[config.mk]
export PLATFORM = sky130hd
export DESIGN_NAME = poly_compress_pack
export DESIGN_NICKNAME = d
export VERILOG_FILES = /design/src/rtl/athos_pkg.sv /design/src/rtl/poly_compress_coeff.sv /design/src/rtl/poly_compress_pack.sv
export SDC_FILE = /design/constraint.sdc
export NUM_CORES = 1
export LEC_CHECK = 0
export BUFFER_PORTS_ARGS = -buffer_cell sky130_fd_sc_hd__buf_2
export CORE_ASPECT_RATIO = 0.8
export CORE_UTILIZATION = 55
export DETAILED_ROUTE_END_ITERATION = 6
export PLACE_DENSITY = 0.78
export SKIP_LAST_GASP = 1
export SLEW_MARGIN = 20
export SYNTH_ARGS = -nofsm -noshare
export SYNTH_HDL_FRONTEND = slang
export SYNTH_SLANG_ARGS = --single-unit
[constraint.sdc]
create_clock -name clk_i -period 23 [get_ports clk_i]
set_clock_uncertainty 0.15 [all_clocks]
set_input_delay 2.3 -clock clk_i [delete_from_list [all_inputs] [get_ports clk_i]]
set_output_delay 2.3 -clock clk_i [all_outputs]
set_load 0.03 [all_outputs]
[src/rtl/athos_pkg.sv]
// rtl/athos_pkg.sv - shared Kyber constants, compress-mode encoding and pack FSM states
package athos_pkg;

    localparam int unsigned KYBER_Q = 3329;
    localparam int unsigned ROUND_C = 1664;

    typedef enum logic [2:0] {
        MODE_D1  = 3'd0,
        MODE_D4  = 3'd1,
        MODE_D5  = 3'd2,
        MODE_D10 = 3'd3,
        MODE_D11 = 3'd4
    } compress_mode_e;

    typedef enum logic [1:0] {
        ST_IDLE  = 2'd0,
        ST_RUN   = 2'd1,
        ST_DRAIN = 2'd2,
        ST_DONE  = 2'd3
    } state_e;

    // Reserved encodings fall back to d=1 so the stream stays well formed.
    function automatic logic [3:0] mode_to_d(input logic [2:0] mode);
        case (mode)
            MODE_D4:  return 4'd4;
            MODE_D5:  return 4'd5;
            MODE_D10: return 4'd10;
            MODE_D11: return 4'd11;
            default:  return 4'd1;
        endcase
    endfunction

    function automatic logic mode_reserved(input logic [2:0] mode);
        return (mode > MODE_D11);
    endfunction

endpackage

[src/rtl/poly_compress_coeff.sv]
// rtl/poly_compress_coeff.sv - combinational Kyber compress of one coefficient to d bits
module poly_compress_coeff
    import athos_pkg::*;
#(
    parameter int unsigned Q = KYBER_Q
) (
    input  logic [15:0] x_i,
    input  logic [3:0]  d_i,
    output logic [10:0] c_o
);

    logic [15:0] w_xr;
    logic [11:0] w_x12;
    logic [23:0] w_num;
    logic [23:0] w_quot;
    logic [23:0] w_mask;

    // One conditional subtraction, then only the low 12 bits feed the divider.
    always_comb begin
        w_xr = x_i;
        if ((x_i >= 16'(Q)) && (x_i < 16'(2 * Q))) begin
            w_xr = x_i - 16'(Q);
        end
        w_x12  = 12'(w_xr);
        w_num  = (24'(w_x12) << d_i) + 24'(ROUND_C);
        w_quot = w_num / 24'(Q);
        w_mask = (24'd1 << d_i) - 24'd1;
        c_o    = 11'(w_quot & w_mask);
    end

endmodule

[src/rtl/poly_compress_pack.sv]
// rtl/poly_compress_pack.sv - compress and little-endian bit-pack one polynomial into 32-bit words; option ATHOS_COMPRESS_RANGE_CHECK_EN
module poly_compress_pack
    import athos_pkg::*;
#(
    parameter int unsigned NCOEFF = 256,
    parameter int unsigned Q      = KYBER_Q
) (
    input  logic        clk_i,
    input  logic        rst_ni,
    input  logic        start_i,
    input  logic [2:0]  mode_i,
    input  logic [15:0] coeff_i,
    input  logic        coeff_valid_i,
    output logic        coeff_ready_o,
    output logic [31:0] word_o,
    output logic        word_valid_o,
    input  logic        word_ready_i,
    output logic        last_o,
    output logic        busy_o,
    output logic        done_o,
    output logic        err_o
);

    localparam int unsigned CNT_W  = $clog2(NCOEFF + 1);
    localparam int unsigned WCNT_W = $clog2((NCOEFF * 11) / 32 + 1);

    state_e              r_state;
    state_e              w_state_n;
    logic [3:0]          r_d;
    logic                r_err;
    logic [63:0]         r_acc;
    logic [6:0]          r_fill;
    logic [CNT_W-1:0]    r_acc_cnt;
    logic [WCNT_W-1:0]   r_word_cnt;
    logic [WCNT_W-1:0]   r_word_total;
    logic                r_pipe_valid;
    logic [10:0]         r_pipe_c;

    logic                w_start_acc;
    logic [3:0]          w_start_d;
    logic [WCNT_W-1:0]   w_start_total;
    logic                w_word_valid;
    logic                w_extract;
    logic                w_last_word;
    logic [6:0]          w_fill_ext;
    logic [6:0]          w_fill_pend;
    logic                w_room;
    logic                w_coeff_ready;
    logic                w_coeff_acc;
    logic                w_range_err;
    logic [10:0]         w_c;
    logic [63:0]         w_ins;
    logic [63:0]         w_acc_n;

    assign w_start_acc   = start_i && (r_state == ST_IDLE);
    assign w_start_d     = mode_to_d(mode_i);
    assign w_start_total = WCNT_W'((NCOEFF * 32'(w_start_d)) / 32);

    assign w_word_valid = ((r_state == ST_RUN) || (r_state == ST_DRAIN)) && (r_fill >= 7'd32);
    assign w_extract    = w_word_valid && word_ready_i;
    assign w_last_word  = (r_word_cnt == (r_word_total - 1'b1));

    // Room must also cover the coefficient already sitting in the compute register.
    assign w_fill_ext    = w_extract ? (r_fill - 7'd32) : r_fill;
    assign w_fill_pend   = w_fill_ext + (r_pipe_valid ? {3'd0, r_d} : 7'd0);
    assign w_room        = (w_fill_pend + {3'd0, r_d}) <= 7'd64;
    assign w_coeff_ready = (r_state == ST_RUN) && (r_acc_cnt < CNT_W'(NCOEFF)) && w_room;
    assign w_coeff_acc   = coeff_valid_i && w_coeff_ready;

`ifdef ATHOS_COMPRESS_RANGE_CHECK_EN
    assign w_range_err = w_coeff_acc && (coeff_i >= 16'(2 * Q));
`else
    assign w_range_err = 1'b0;
`endif

    poly_compress_coeff #(
        .Q (Q)
    ) u_coeff (
        .x_i (coeff_i),
        .d_i (r_d),
        .c_o (w_c)
    );

    assign w_ins   = 64'(r_pipe_c) << w_fill_ext;
    assign w_acc_n = (w_extract ? {32'd0, r_acc[63:32]} : r_acc) | (r_pipe_valid ? w_ins : 64'd0);

    always_comb begin
        w_state_n = r_state;
        case (r_state)
            ST_IDLE:  if (w_start_acc) w_state_n = ST_RUN;
            ST_RUN:   if (w_coeff_acc && (r_acc_cnt == CNT_W'(NCOEFF - 1))) w_state_n = ST_DRAIN;
            ST_DRAIN: if (w_extract && w_last_word) w_state_n = ST_DONE;
            ST_DONE:  w_state_n = ST_IDLE;
            default:  w_state_n = ST_IDLE;
        endcase
    end

    always_ff @(posedge clk_i or negedge rst_ni) begin
        if (!rst_ni) begin
            r_state <= ST_IDLE;
        end else begin
            r_state <= w_state_n;
        end
    end

    always_ff @(posedge clk_i or negedge rst_ni) begin
        if (!rst_ni) begin
            r_d          <= 4'd1;
            r_err        <= 1'b0;
            r_acc        <= 64'd0;
            r_fill       <= 7'd0;
            r_acc_cnt    <= '0;
            r_word_cnt   <= '0;
            r_word_total <= '0;
            r_pipe_valid <= 1'b0;
            r_pipe_c     <= 11'd0;
        end else if (w_start_acc) begin
            r_d          <= w_start_d;
            r_err        <= mode_reserved(mode_i);
            r_acc        <= 64'd0;
            r_fill       <= 7'd0;
            r_acc_cnt    <= '0;
            r_word_cnt   <= '0;
            r_word_total <= w_start_total;
            r_pipe_valid <= 1'b0;
            r_pipe_c     <= 11'd0;
        end else begin
            r_pipe_valid <= w_coeff_acc;
            if (w_coeff_acc) begin
                r_pipe_c  <= w_c;
                r_acc_cnt <= r_acc_cnt + 1'b1;
            end
            r_acc  <= w_acc_n;
            r_fill <= w_fill_pend;
            if (w_extract) begin
                r_word_cnt <= r_word_cnt + 1'b1;
            end
            if (w_range_err) begin
                r_err <= 1'b1;
            end
        end
    end

    assign coeff_ready_o = w_coeff_ready;
    assign word_valid_o  = w_word_valid;
    assign word_o        = w_word_valid ? r_acc[31:0] : 32'd0;
    assign last_o        = w_word_valid && w_last_word;
    assign busy_o        = (r_state != ST_IDLE);
    assign done_o        = (r_state == ST_DONE);
    assign err_o         = r_err;

endmodule

==> flow_metrics.tcl, run 1 <==
set metrics [dict create \
    slowest_delay_ns 0.77 \
    vias 14500 \
    ys_seq_area_share_pct 19.8 \
    syn_inst 1768 \
    min_period_ns 18.72 \
    clockBufferDepth 2 \
    final_hold_viol_count 0 \
    hpwl_mm 31.2 \
    num_io_pins 62 \
    viasPerCell 6.96 \
    min_period_over_period_pct 81.4 \
    avgSynthCellArea_um2 7.59 \
    worst_pin_slew_ns 1.15 \
    area_growth_pct 5.22 \
    synth_edf_count 0 \
    critPathLaunchType "primary input" \
    post_cts_buffers 0 \
    wire_per_inst_um 19.8 \
    min_from "err_o" \
    grt_usage_pct 32.4 \
    grt.overflow.total 0 \
    fmax_mhz 53.4 \
    status "completed" \
    start_util_pct 56.7 \
    antennaDiodeCount 0 \
    clk_pin_slew_ns 0.08 \
    drtPass1Iterations 6 \
    antenna_found_initial 0 \
    finalSetupViolations 0 \
    post-route-drc-count 0 \
    syn-num-nets 1818 \
    drive_gt1_share_pct 12.2 \
    met1_usage_pct 51.9 \
    postSynth.asyncResetShare_pct 100 \
    htree_levels 3 \
    final-max-slew-violation-count 0 \
    rows 50 \
    slowest_stage "a211oi_2" \
    crit_type "in2reg" \
    die_area_um2 25000 \
    portBuffers 61 \
    drv_cap 0 \
    maxSlewHeadroom_pct 21.2 \
    fp.dieW_um 177 \
    synth_area_um2 13400 \
    path_buf_inv 3 \
    grt_pass1_wl_mm 67.0 \
    cts.repair.resized 0 \
    r2r_start "r_d[0]" \
    ant_nets 0 \
    wl_mm 41.2 \
    die_y_um 142 \
    layout.nets 1812 \
    rsz0062_at_grt "no" \
    min_path_type "reg2reg" \
    critical_path.startpoint "coeff_i[1]" \
    required_ns 23.06 \
    yosys_warnings 0 \
    cts_sinks 106 \
    first_global_vias 12800 \
    postCtsHoldBufs 0 \
    core_region_area_um2 23600 \
    cts_tree "built" \
    synth_seq_cells 106 \
    root_buffer "clkbuf_16" \
    clock_latency_ns 0.35 \
    drt-initial-drc-count 1954 \
    critical_path.top_delay_family "compound AO/OA/AOI/OAI gates" \
    grt_busiest_layer "met1" \
    grt_max_degree 70 \
    worstPathArrival_ns 18.78 \
    critPathCaptureType "register" \
    synth_cell_type_count 129 \
    synth_flop_cell "dfrtp_1" \
    place.gp.congestion 1.01 \
    worstPathMaxFanout 12 \
    use_met2_pct 45.9 \
    fin_setup_tns_ns 0 \
    cts_buffers 9 \
    grt_util_met3_pct 4.45 \
]
==> cells by family (layout without fill, tap and decap cells) <==
logic type      after synthesis  after routing  synth area share [%]
simple gates                756            756                  28.8
mux                          54             54                  4.22
flops                       106            106                  19.8
fa+ha+maj                    26             26                  2.54
compound gates              610            610                  34.4
xor+xnor                     97             97                  6.50
buf+inv                     119            118                  3.78
==> stage by stage <==
stage          area [um2]  hold slack (ns)  std cells  utilization, %  setup slack (ns)
2_1_floorplan       13400            0.300       1768               -              7.78
3_3_place_gp        13800            0.309       2063            58.4              5.11
3_5_place_dp        13800            0.319       2063            58.4              4.35
4_1_cts             14100            0.337       2079            59.7              4.67
5_1_grt             14100            0.363       2079            59.7              3.30
6_report            14100            0.330       2079            59.7              4.28
==> per-layer routing <==
layer | share of wire, % | vias to the layer above
met4 | 0.88 | 0
met3 | 10 | 45
met2 | 41 | 782
li1 | - | 6681
met5 | 0 | -
met1 | 48 | 6960
==> cell usage after synthesis, types with 22 or more instances <==
master	count	share of area, %
xor2_1	31	2.0
a22o_1	26	1.7
or3_1	23	1.1
a31oi_1	51	2.4
inv_1	25	0.70
nor2_1	142	4.0
nand3_1	50	1.9
dfrtp_1	105	20
mux2i_1	33	2.5
clkbuf_1	50	1.4
o21ai_0	70	2.6
nand2_1	249	7.0
nand2b_1	24	1.1
nor3_1	48	1.8
and2_1	67	3.1
a211oi_1	29	1.6
and3_1	22	1.0
o22ai_1	27	1.3
a21oi_1	110	4.1
ha_1	24	2.2
xnor2_1	63	4.1
==> layout make-up <==
type / instances / area [um2]
Clock buffer: 10 / 239
Clock inverter: 6 / 62.6
Fill cell: 2144 / 9530
Inverter: 28 / 105
Multi-Input combinational cell: 1543 / 10300
Sequential cell: 106 / 2650
Tap cell: 312 / 390
Timing Repair Buffer: 74 / 405
==> worst register-to-register path: cells and delay by family (launching register included) <==
kind,cells,cell delay (ns)
xor gates and xnor gates,1,0.55
AOI/OAI and AO/OA,27,9.07
buffers and inverters,3,0.90
DFF,1,0.52
muxes,1,0.33
adders and majority gates,1,0.25
and+or+nand+nor,13,4.76
==> state kept, by name (all words and copies together), names as in the netlist <==
| signal | count |
|---|---|
| r_acc | 64 |
| r_pipe_c | 11 |
| r_acc_cnt | 9 |
| r_fill | 7 |
| r_word_cnt | 7 |
| r_d | 3 |
| r_state | 2 |
| err_o | 1 |
| r_pipe_valid | 1 |
| r_word_total | 1 |
==> layout by cell type, fill, tap and decap left out, drive strengths merged, types with 9 or more instances in the layout <==
cell type and count:
a21o 22, o31a 14, nand3 52, a211o 13
a21boi 9, nand2 250, nor2b 14, o22ai 28
nand4 18, a21oi 115, clkbuf 10, o21a 15
xnor2 66, o211ai 15, xor2 31, nor2 145
and3 22, or3 23, a31oi 54, o31ai 18
nand2b 25, mux2 21, a211oi 37, and2 67
inv 30, o21ai 91, nor4 16, buf 74
a2111oi 11, a22oi 12, a32o 11, a22o 27
a31o 9, mux2i 33, or2 22, o211a 9
dfrtp 105, ha 24, nor3 55, nand3b 9
==> path summary, 6_finish.rpt <==
path / cells past startpoint / slack [ns] / endpoint
worst max-delay path: 50 / 4.28 / r_pipe_c[0]
max in group asynchronous: 2 / 19.68 / r_acc_cnt[5]
worst min-delay path: 2 / 0.33 / err_o
min in group asynchronous: 1 / 1.80 / r_word_cnt[0]
worst min register to register: 2 / 0.33 / err_o
worst max register to register: 46 / 6.35 / r_pipe_c[0]
Power of run 1 is not shown: default switching activity piles up to over one toggle a cycle in this logic, so the estimate is an artifact.
==> inputs of run 2 (changes only) <==
--- a/config.mk
+++ b/config.mk
@@ -9,7 +9,7 @@
 export CORE_ASPECT_RATIO = 0.8
 export CORE_UTILIZATION = 55
 export DETAILED_ROUTE_END_ITERATION = 6
-export PLACE_DENSITY = 0.78
+export PLACE_DENSITY = 0.8
 export SKIP_LAST_GASP = 1
 export SLEW_MARGIN = 20
 export SYNTH_ARGS = -nofsm -noshare
==> constraint.sdc (replaced) <==
create_clock -name clk_i -period 16.47 [get_ports clk_i]
set_clock_uncertainty 0.15 [all_clocks]
set_input_delay 1.647 -clock clk_i [delete_from_list [all_inputs] [get_ports clk_i]]
set_output_delay 1.647 -clock clk_i [all_outputs]
set_load 0.03 [all_outputs]
==> run 2 against run 1 <==
- first-iteration DRC count decreased by 12%
- critical path type unchanged
- critical path depth increased by 1
- cell count increased by 1.5%
- largest cell class unchanged
- design area increased by 4.8%
- global-route usage decreased by 0.16 points
- hold slack improved by 0.00079 ns
- via count increased by 1.3%
==> flow_metrics.tcl, run 2 (synthesis results as in run 1) <==
set metrics [dict create \
    slowest_stage "or4_4" \
    fillers 2054 \
    die_area_um2 25000 \
    first_global_vias 12700 \
    drv_cap 0 \
    area_growth_pct 10.2 \
    fmax_mhz 63.0 \
    worstSetupPathDepth 51 \
    worst_slack_ns 0.591 \
    worst_pin_slew_ns 1.09 \
    viasPerCell 6.94 \
    final_hold_viol_count 0 \
    grt_pass1_wl_mm 66.3 \
    num_io_pins 62 \
    start_util_pct 56.7 \
    min_path_type "reg2reg" \
    worstPathArrival_ns 15.94 \
    clockBufferDepth 2 \
    cts_sinks 106 \
    layout_common_cells "249 x nand2_1, 141 x nor2_1, 108 x a21oi_1" \
    die_y_um 142 \
    critPathLaunchType "primary input" \
    antennaDiodeCount 0 \
    drt-initial-drc-count 1716 \
    required_ns 16.53 \
    placed_cells 2086 \
    rows 50 \
    antenna_found_initial 0 \
    place.gp.congestion 0.976 \
    final-max-slew-violation-count 0 \
    layout.nets 1844 \
    crit_type "in2reg" \
    largest_reg_flops 64 \
    root_buffer "clkbuf_16" \
    grt_usage_pct 32.2 \
    fp.dieW_um 177 \
    clock_latency_ns 0.36 \
    critPathCaptureType "register" \
    grt_max_degree 70 \
    r2r_end "r_pipe_c[0]" \
    largestRegisters "r_acc x64, r_pipe_c x11, r_acc_cnt x9" \
    ant_nets 0 \
    critical_path.top_delay_family "compound AO/OA/AOI/OAI gates" \
    vias 14700 \
    regToRegSetupSlack_ns 1.52 \
    cts_buffers 9 \
    min_period_ns 15.88 \
    crit_top_cell "a21oi_1" \
    crit_path_end "r_pipe_c[0]" \
    finalSetupViolations 0 \
    slowest_delay_ns 0.61 \
    drive_gt1_share_pct 16.2 \
    drtPass1Iterations 7 \
    min_from "err_o" \
    core_region_area_um2 23600 \
    htree_levels 3 \
    cts_tree "built" \
    grt.overflow.total 0 \
    worstPathMaxFanout 11 \
    min_period_over_period_pct 96.4 \
    stdcell_count 2111 \
    dp_slack_ns -0.306 \
    r2r_start "r_d[0]" \
    wl_mm 42.3 \
    wire_per_inst_um 20.0 \
    post-route-drc-count 0 \
    portBuffers 61 \
    mostFrequentLayoutCell "nand2_1" \
    status "completed" \
    top_register "r_acc" \
    path_buf_inv 4 \
    maxSlewHeadroom_pct 26.7 \
    r2r_cells 46 \
    postCtsHoldBufs 0 \
    hpwl_mm 31.3 \
    clk_pin_slew_ns 0.07 \
    critical_path.startpoint "coeff_i[1]" \
]
-- run 2: cell count changes in the layout (fill, tap and decap cells not counted), sizes merged --
cell     change
clkinv       +2
inv          -2
buf         +30
o2111ai      +1
clkbuf       -1
bufinv       +1
a211o        +1
-- run 2: worst register-to-register path, delay by kind of cell, from the launching register on --
family / cells / cell delay [ns]
AOI/OAI and AO/OA: 27 / 7.94
xor gates and xnor gates: 1 / 0.37
adders and majority gates: 1 / 0.22
buffers and inverters: 3 / 0.81
DFF: 1 / 1.07
muxes: 1 / 0.35
and+or+nand+nor: 13 / 3.85
-- run 2: metal layers --
metal / routed length, um / global-route usage (%)
met5: 0 / 0
met4: 362 / 4.36
met3: 4750 / 5.89
met2: 17500 / 45.7
met1: 19600 / 50.6
-- run 2: per-stage QoR --
stage               setup TNS, ns  util (%)  hold slack [ns]  instance area, um2
finish                          0      62.6            0.331               14800
global route              -0.0611      62.6            0.361               14800
CTS                             0      60.5            0.340               14300
detailed placement         -0.306      59.2            0.324               14000
global placement                0      59.2            0.308               14000
floorplan                       0         -            0.300               13400
-- run 2: how the worst min path moves through the flow --
stage | slack [ns] | cells after the start | to
after floorplan | 0.30 | 2 | r_acc[49]
final | 0.33 | 2 | err_o
after detailed placement | 0.32 | 2 | err_o
after global placement | 0.31 | 2 | err_o
after CTS | 0.34 | 2 | err_o
after global routing | 0.36 | 2 | r_acc[49]
-- run 2: timing repair --
action	4_1_cts	5_1_grt
gates resized for setup	0	66
setup endpoints to repair	0	2
endpoints found under the hold margin	0	0
buffers inserted	0	7
-- run 2: layout make-up --
type | instances | area, um2 | area share [%]
multi-input combinational | 1545 | 10700 | 72.3
tap | 312 | 390 | 2.64
inverter | 28 | 105 | 0.710
clock buffer | 9 | 225 | 1.52
clock inverter | 7 | 92.6 | 0.626
timing repair buffer | 104 | 631 | 4.26
sequential | 106 | 2650 | 17.9
Power of run 2 is left out for the same reason.
==> inputs of run 3 (changes only) <==
--- a/config.mk
+++ b/config.mk
@@ -7,11 +7,12 @@
 export LEC_CHECK = 0
 export BUFFER_PORTS_ARGS = -buffer_cell sky130_fd_sc_hd__buf_2
 export CORE_ASPECT_RATIO = 0.8
-export CORE_UTILIZATION = 55
+export CORE_UTILIZATION = 35
 export DETAILED_ROUTE_END_ITERATION = 6
-export PLACE_DENSITY = 0.8
+export PLACE_DENSITY = 0.55
 export SKIP_LAST_GASP = 1
 export SLEW_MARGIN = 20
 export SYNTH_ARGS = -nofsm -noshare
 export SYNTH_HDL_FRONTEND = slang
+export SYNTH_HIERARCHICAL = 1
 export SYNTH_SLANG_ARGS = --single-unit
==> constraint.sdc (replaced) <==
create_clock -name clk_i -period 18.3 [get_ports clk_i]
set_clock_uncertainty 0.15 [all_clocks]
set_input_delay 1.83 -clock clk_i [delete_from_list [all_inputs] [get_ports clk_i]]
set_output_delay 1.83 -clock clk_i [all_outputs]
set_load 0.03 [all_outputs]
==> run 3 against run 2 <==
- sequential share of layout area is 1.5 points lower
- area after synthesis is 7.3% higher
- cell count is 19% higher
- critical endpoint unchanged
- critical path depth is 12 higher
==> flow_metrics.tcl, run 3 <==
set metrics [dict create \
    synth_area_um2 14400 \
    syn-num-nets 1951 \
    fmax_mhz 56.5 \
    largestRegisters "r_acc x64, r_pipe_c x11, r_acc_cnt x9" \
    drt-initial-drc-count 1775 \
    root_buffer "clkbuf_16" \
    grt_max_degree 71 \
    critPathCaptureType "register" \
    whs_ns 0.329 \
    synthAdderAreaFrac_pct 2.45 \
    first_global_vias 13800 \
    worstPathArrival_ns 17.74 \
    cts_tree "built" \
    synth_commonest_cells "280 x nand2_1, 168 x nor2_1, 117 x a21oi_1, 105 x dfrtp_1, 77 x o21ai_0" \
    rows 66 \
    top_register "r_acc" \
    yosys.area_share.simple_pct 30.1 \
    clock_latency_ns 0.36 \
    postSynth.asyncResetShare_pct 100 \
    hpwl_mm 36.4 \
    yosys.area.top_type_share_pct 18.3 \
    avgSynthCellArea_um2 7.57 \
    fp.dieW_um 229 \
    cts_buffers 9 \
    r2r_cells 56 \
    min_period_over_period_pct 96.6 \
    wl_mm 47.6 \
    maxSlewHeadroom_pct 29.8 \
    cts_sinks 106 \
    status "completed" \
    start_util_pct 35.4 \
    synth_xor_xnor_area_share_pct 6.23 \
    synth-compound-area-share_pct 32.9 \
    final_hold_viol_count 0 \
    layout.nets 2011 \
    htree_levels 3 \
    yosys.area.top_type "dfrtp_1" \
    grt.overflow.total 0 \
    synthMuxAreaShare_pct 4.68 \
    synth_flop_cell "dfrtp_1" \
    viasPerCell 6.13 \
    die_y_um 183 \
    synth_seq_cells 106 \
    wire_per_inst_um 19.0 \
    die_area_um2 41900 \
    finalSetupViolations 0 \
    mostFrequentLayoutCell "nand2_1" \
    grt_usage_pct 22.0 \
    min_period_ns 17.69 \
    area_growth_pct 12.4 \
    post-route-drc-count 0 \
    r2r_end "r_pipe_c[0]" \
    drv_cap 0 \
    grt_pass1_wl_mm 76.2 \
    critPathLaunchType "primary input" \
    ys_top_cells_by_area "dfrtp_1 18%, nand2_1 7.3%, nor2_1 4.4%" \
    num_io_pins 62 \
    place.gp.congestion 0.930 \
    ant_nets 0 \
    core_region_area_um2 40600 \
    drtPass1Iterations 7 \
    synth_top_family_by_area "compound AO/OA/AOI/OAI gates" \
    slowest_delay_ns 0.63 \
    yosysMostFrequentCell "nand2_1" \
    worst_pin_slew_ns 1.05 \
    clockBufferDepth 2 \
    crit_top_cell "buf_4" \
    slowest_stage "or4b_1" \
    final-max-slew-violation-count 0 \
    worst_slack_ns 0.614 \
    yosys_warnings 6 \
    crit_path_end "r_pipe_c[0]" \
    postCtsHoldBufs 0 \
    layout_common_cells "279 x nand2_1, 165 x nor2_1, 114 x a21oi_1" \
    crit_type "in2reg" \
    drive_gt1_share_pct 17.8 \
    required_ns 18.35 \
    clk_pin_slew_ns 0.07 \
    synth_cell_type_count 150 \
    portBuffers 61 \
    min_path_type "reg2reg" \
    regToRegSetupSlack_ns 1.91 \
    antenna_found_initial 1 \
    vias 15400 \
    synth_edf_count 0 \
    syn_inst 1901 \
    r2r_start "r_d[0]" \
    ys_seq_area_share_pct 18.4 \
    dp_slack_ns -0.218 \
    critical_path.startpoint "coeff_i[1]" \
    largest_reg_flops 64 \
    worstPathMaxFanout 16 \
    fillers 4184 \
]
run 3: metrics by stage:
step	util [%]	TNS (ns)	instance area, um2	cells
2_1_floorplan	-	0	14400	1901
3_3_place_gp	37.9	-0.177	15400	2483
3_5_place_dp	37.9	-0.218	15400	2483
4_1_cts	38.7	0	15700	2499
5_1_grt	39.8	-0.205	16200	2511
6_report	39.8	0	16200	2511
run 3: cell families (layout without fill, tap and decap cells):
family                     Yosys count  after routing
AOI/OAI and AO/OA                  625            625
xor gates and xnor gates            93             93
adders and majority gates           28             28
buffers and inverters              143            208
DFF                                106            106
muxes                               58             58
other                                0              1
and+or+nand+nor                    848            848
run 3: worst min path at each step:
stage	cells past startpoint	from	endpoint
after floorplan	2	r_acc_cnt[8]	r_acc_cnt[8]
after global placement	2	r_acc_cnt[8]	r_acc_cnt[8]
after detailed placement	2	r_acc_cnt[8]	r_acc_cnt[8]
after CTS	2	r_acc_cnt[8]	r_acc_cnt[8]
after global routing	1	r_acc[60]	r_acc[60]
final	2	r_acc_cnt[8]	r_acc_cnt[8]
run 3: layout make-up:
type / instances / area, um2 / share of cell area, %
Timing Repair Buffer: 148 / 961 / 5.94
Clock inverter: 7 / 98.8 / 0.611
Clock buffer: 9 / 225 / 1.39
Sequential cell: 106 / 2660 / 16.4
Tap cell: 544 / 681 / 4.21
Multi-Input combinational cell: 1652 / 11400 / 70.4
Inverter: 44 / 165 / 1.02
Antenna cell: 1 / 2.50 / 0.0155
run 3: layer usage:
metal	track usage, %	vias to the layer above	part of all wire [%]
li1	-	7331	-
met1	33.9	7440	50
met2	31.5	585	41
met3	4.18	31	8.1
met4	3.44	0	0.82
met5	0	-	0
run 3: what timing repair did:
action,in CTS,in global routing
endpoints found under the setup margin,0,2
buffers inserted,0,11
gates resized for setup,0,62
run 3: critical path: cells and delay by family:
family,cells,cell delay [ns]
simple gates,21,6.67
compound gates,27,6.57
buf+inv,9,1.29
xor+xnor,3,0.69
fa+ha+maj,3,0.62
Power of run 3 is left out for the same reason.
